===== config.mk =====
export PLATFORM = sky130hd
export DESIGN_NAME = raster_timing_gen
export DESIGN_NICKNAME = d
export VERILOG_FILES = /design/src/rtl/video_timing_pkg.sv /design/src/rtl/raster_axis_counter.sv /design/src/rtl/raster_timing_gen.sv
export SDC_FILE = /design/constraint.sdc
export NUM_CORES = 1
export LEC_CHECK = 0
export ABC_AREA = 1
export CAP_MARGIN = 20
export CORE_ASPECT_RATIO = 0.75
export CORE_UTILIZATION = 50
export DETAILED_ROUTE_END_ITERATION = 10
export HOLD_SLACK_MARGIN = 0.1
export MAX_ROUTING_LAYER = met4
export PLACE_DENSITY = 0.76
export SLEW_MARGIN = 20
export SYNTH_ARGS = -nofsm -noshare
export SYNTH_HDL_FRONTEND = slang
export SYNTH_SLANG_ARGS = --single-unit

===== constraint.sdc =====
create_clock -name clk -period 1.6 [get_ports clk]
set_clock_uncertainty 0.1 [all_clocks]
set_input_delay 0.32 -clock clk [delete_from_list [all_inputs] [get_ports clk]]
set_output_delay 0.32 -clock clk [all_outputs]
set_load 0.01 [all_outputs]

===== src/rtl/video_timing_pkg.sv =====
// Shared raster timing constants and coordinate widths for the overlay path.
// Defaults describe 800x600@60 on a 40 MHz pixel clock.
package video_timing_pkg;

  localparam int GR_X_W = 11;
  localparam int GR_Y_W = 10;

  localparam int DEF_H_ACTIVE = 800;
  localparam int DEF_H_FP     = 40;
  localparam int DEF_H_SYNC   = 128;
  localparam int DEF_H_BP     = 88;

  localparam int DEF_V_ACTIVE = 600;
  localparam int DEF_V_FP     = 1;
  localparam int DEF_V_SYNC   = 4;
  localparam int DEF_V_BP     = 23;

  function automatic logic in_win(
    input int v,
    input int lo,
    input int len
  );
    return (v >= lo) && (v < lo + len);
  endfunction

endpackage


===== src/rtl/raster_axis_counter.sv =====
// Free-running modulo-TOTAL counter for one raster axis.
// wrap flags the last count so the next axis can chain off it.
module raster_axis_counter #(
  parameter int TOTAL = 8,
  parameter int W     = 11
) (
  input  logic         clk,
  input  logic         reset,
  input  logic         inc,
  output logic [W-1:0] cnt,
  output logic         wrap
);

  assign wrap = (cnt == W'(TOTAL - 1));

  always_ff @(posedge clk or posedge reset) begin
    if (reset) begin
      cnt <= '0;
    end else if (inc) begin
      cnt <= wrap ? '0 : cnt + 1'b1;
    end
  end

endmodule


===== src/rtl/raster_timing_gen.sv =====
// Pixel raster generator: h/v counters, syncs, display enable, coordinates.
// Outputs are registered decodes of the pre-increment counter values.
module raster_timing_gen
  import video_timing_pkg::*;
#(
  parameter int H_ACTIVE = DEF_H_ACTIVE,
  parameter int H_FP     = DEF_H_FP,
  parameter int H_SYNC   = DEF_H_SYNC,
  parameter int H_BP     = DEF_H_BP,
  parameter int V_ACTIVE = DEF_V_ACTIVE,
  parameter int V_FP     = DEF_V_FP,
  parameter int V_SYNC   = DEF_V_SYNC,
  parameter int V_BP     = DEF_V_BP,
  parameter bit HS_POL   = 1'b1,
  parameter bit VS_POL   = 1'b1
) (
  input  logic              clk,
  input  logic              reset,
  input  logic              enable,
  output logic [GR_X_W-1:0] gr_x,
  output logic [GR_Y_W-1:0] gr_y,
  output logic              hsync,
  output logic              vsync,
  output logic              de,
  output logic              line_start,
  output logic              frame_start
);

  localparam int H_TOTAL = H_ACTIVE + H_FP + H_SYNC + H_BP;
  localparam int V_TOTAL = V_ACTIVE + V_FP + V_SYNC + V_BP;

  logic [GR_X_W-1:0] w_h_cnt;
  logic [GR_Y_W-1:0] w_v_cnt;
  logic              w_h_wrap;
  logic              w_v_wrap;
  logic              w_hs_act;
  logic              w_vs_act;
  logic              w_de;
  logic              w_h_zero;
  logic              w_v_zero;

  raster_axis_counter #(
    .TOTAL (H_TOTAL),
    .W     (GR_X_W)
  ) u_h_cnt (
    .clk   (clk),
    .reset (reset),
    .inc   (enable),
    .cnt   (w_h_cnt),
    .wrap  (w_h_wrap)
  );

  raster_axis_counter #(
    .TOTAL (V_TOTAL),
    .W     (GR_Y_W)
  ) u_v_cnt (
    .clk   (clk),
    .reset (reset),
    .inc   (enable & w_h_wrap),
    .cnt   (w_v_cnt),
    .wrap  (w_v_wrap)
  );

  assign w_hs_act = in_win(int'(w_h_cnt), H_ACTIVE + H_FP, H_SYNC);
  assign w_vs_act = in_win(int'(w_v_cnt), V_ACTIVE + V_FP, V_SYNC);
  assign w_de     = in_win(int'(w_h_cnt), 0, H_ACTIVE)
                  & in_win(int'(w_v_cnt), 0, V_ACTIVE);
  assign w_h_zero = (w_h_cnt == '0);
  assign w_v_zero = (w_v_cnt == '0);

  // Pulses only fire on advancing edges; everything else holds when frozen.
  always_ff @(posedge clk or posedge reset) begin
    if (reset) begin
      gr_x        <= '0;
      gr_y        <= '0;
      hsync       <= ~HS_POL;
      vsync       <= ~VS_POL;
      de          <= 1'b0;
      line_start  <= 1'b0;
      frame_start <= 1'b0;
    end else if (enable) begin
      gr_x        <= w_h_cnt;
      gr_y        <= w_v_cnt;
      hsync       <= w_hs_act ? HS_POL : ~HS_POL;
      vsync       <= w_vs_act ? VS_POL : ~VS_POL;
      de          <= w_de;
      line_start  <= w_h_zero;
      frame_start <= w_h_zero & w_v_zero;
    end else begin
      line_start  <= 1'b0;
      frame_start <= 1'b0;
    end
  end

endmodule

==> flow_metrics.tcl <==
set metrics [dict create \
    num_vias 2008 \
    grt_max_degree 48 \
    cp_slowest_stage_delay_ns 0.52 \
    num_antenna_cells 0 \
    final_hold_viol_count 0 \
    synth_nets 295 \
    cts_sinks 47 \
    regArea_sq_um 1177 \
    ys_warn_count 0 \
    dr.first_iter.drc_count 118 \
    vias_per_cell 5.136 \
    powerDensity_nw_per_um2 1056 \
    synth.largest_area_cell "dfrtp_1" \
    fp-row-count 21 \
    drive_gt1_share_pct 16.17 \
    wire_per_inst_um 13.08 \
    start_kind "flip-flop" \
    yosys.area.top_type_share_pct 49.63 \
    post-route-min-period_ns 1.574 \
    slew-limit-headroom_pct 76.41 \
    slowest_stage "clkdlybuf4s50_1" \
    antenna_found_initial 0 \
    holdWs_ns 0.2661 \
    ant_nets 0 \
    critical-path-top-delay-family "buffers and inverters" \
    crit_path_start "frame_start$_DFF_PP0_" \
    maxCapViolCount 0 \
    ys_ff_latch 47 \
    synth_area_sq_um 2370 \
    r2r_start "u_v_cnt.cnt[8]$_DFFE_PP0P_" \
    worstPathCellList "clkdlybuf4s50_1" \
    synth_edf_count 0 \
    syn_avg_cell_area_sq_um 8.257 \
    place_area_sq_um 2805 \
    fin_crit_sh_pct 98.40 \
    grt_pass1_wl_um 8694 \
    die_area_sq_um 5022 \
    vdd_ir_drop_max_v 0.0006882 \
    drv_slew 0 \
    cts_tree "done" \
    arrival_ns 1.15 \
    die_y_um 61.62 \
    cts-root-buf "clkbuf_8" \
    critical_path_class "flip-flop to output pin" \
    tightest_slew_ns 0.3511 \
    async_flop_share_pct 100.0 \
    ys_types 31 \
    start_util_pct 52.74 \
    final_util_pct 64.94 \
    drt-pass1-iter-count 4 \
    cp-end-kind "output pin" \
    place_congestion 0.8642 \
    port_buffers 28 \
    area_growth_pct 23.13 \
    synth_flop_cell "dfrtp_1" \
    clk_pin_slew_ns 0.09 \
    outcome "complete, no violations" \
    setup_viol 0 \
    cts_buffers 5 \
    num_io_pins 29 \
    critPathBufInv 1 \
    layout.nets 341 \
    fmax_mhz 635.2 \
    drc_errors 0 \
    cts_hold_buf 0 \
    multiInputGateArea_sq_um 1030 \
    dp.final_hpwl_um 3643 \
    cts_max_path_buffers 2 \
    seq_area_frac_synth_pct 49.63 \
    overflow 0 \
    grt_pass1_vias 1809 \
    fillers 400 \
    wl_um 5113 \
    syn_inst 287 \
    hold_path_class "input port to asynchronous set/reset pin" \
    fin_area_sq_um 2918 \
    p_leak_nw 1.518 \
    fp.dieW_um 81.50 \
    cp_max_fo 1 \
    coreArea_sq_um 4493 \
    tns_ns 0 \
    grt_util_all_layers_pct 24.28 \
    cp.required_ns 1.18 \
    ys_top_cells_by_area "dfrtp_1, nand2_1, o21ai_0" \
    htree_levels 2 \
    clock_latency_ns 0.30 \
]
[cell usage in the layout (no fill, tap or decap), types with 5 or more instances in the layout]
cell type and n:
o21ai_1 5, buf_4 21, dfrtp_1 46, dlygate4sd2_1 23, xor2_1 6, o21ai_0 26
nand3_1 15, nand2_1 91, inv_2 7, clkbuf_8 7, nand4_1 5, inv_1 21
nor2_1 18, nor3_1 5
[flip-flops by register name (all words and copies together), names as in the netlist]
signal / cells
de: 1
frame_start: 1
gr_x: 11
gr_y: 10
hsync: 1
line_start: 1
u_h_cnt.cnt: 11
u_v_cnt.cnt: 10
vsync: 1
[cell usage after synthesis (2+ instances only)]
master and n:
nand2_1 91, dfrtp_1 47, o21ai_0 26, inv_1 22, nor2_1 20, nand3_1 16
inv_2 6, xor2_1 6, ha_1 5, nand4_1 5, nor3_1 5, o21ai_1 5
nand2_2 4, a21oi_1 3, buf_4 3, buf_6 3, buf_2 2, clkbuf_1 2
nand3b_1 2, nor2_4 2, nor4_1 2
[where the power goes]
part	leakage (nW)	internal, mW	total [mW]	switching (mW)
clock	0.0515	0.395	0.784	0.389
sequential	0.597	1.36	1.54	0.178
combinational	0.870	0.306	0.762	0.456
[metal layers]
metal / share of wire, % / wire length (um) / vias to the layer above / track usage (%)
met2: 42 / 2146 / 69 / 33.81
li1: - / - / 1004 / -
met3: 6.1 / 313 / 6 / 4.444
met4: 0.86 / 44 / 0 / 6.122
met5: 0 / 0 / - / -
met1: 51 / 2608 / 929 / 36.06
[stage by stage]
stage                     std cells  worst slack [ns]  power [mW]
after floorplan                 287           0.06389       1.996
after global placement          381           -0.1123       2.316
after detailed placement        381           -0.1617       2.341
after CTS                       389         0.0009396       3.073
after global routing            391          -0.01517       3.300
final                           391           0.02564       3.082
[cell type report]
type,instances,share of cell area (%)
flip-flops and latches,47,40.35
multi-input cells,201,35.29
repair buffers,50,14.88
inverters,28,3.602
clock buffers,8,3.431
well taps,57,2.444
[final timing paths]
path                                                    to  slack (ns)  cells past startpoint
max in group asynchronous       u_v_cnt.cnt[2]$_DFFE_PP0P_        0.91                      3
worst max-delay path                           frame_start        0.03                      1
worst min-delay path                   gr_x[2]$_DFFE_PP0P_        0.27                      3
worst max register to register  u_v_cnt.cnt[9]$_DFFE_PP0P_        0.10                      6
worst min register to register         gr_y[2]$_DFFE_PP0P_        0.38                      2
min in group clk                       gr_y[2]$_DFFE_PP0P_        0.38                      2
[timing repair]
| item | 4_1_cts | 5_1_grt |
|---|---|---|
| endpoints found under the setup margin | 23 | 14 |
| resized for setup | 23 | 9 |
| buffers inserted | 0 | 2 |
| pin swaps | 0 | 5 |
[cell families after synthesis]
logic type	share of synthesized area (%)
AOI/OAI and AO/OA	8.183
xor gates and xnor gates	2.587
adders and majority gates	2.640
buffers and inverters	7.761
DFF	49.63
and+or+nand+nor	29.20
Power figures use the tool's default switching activity.
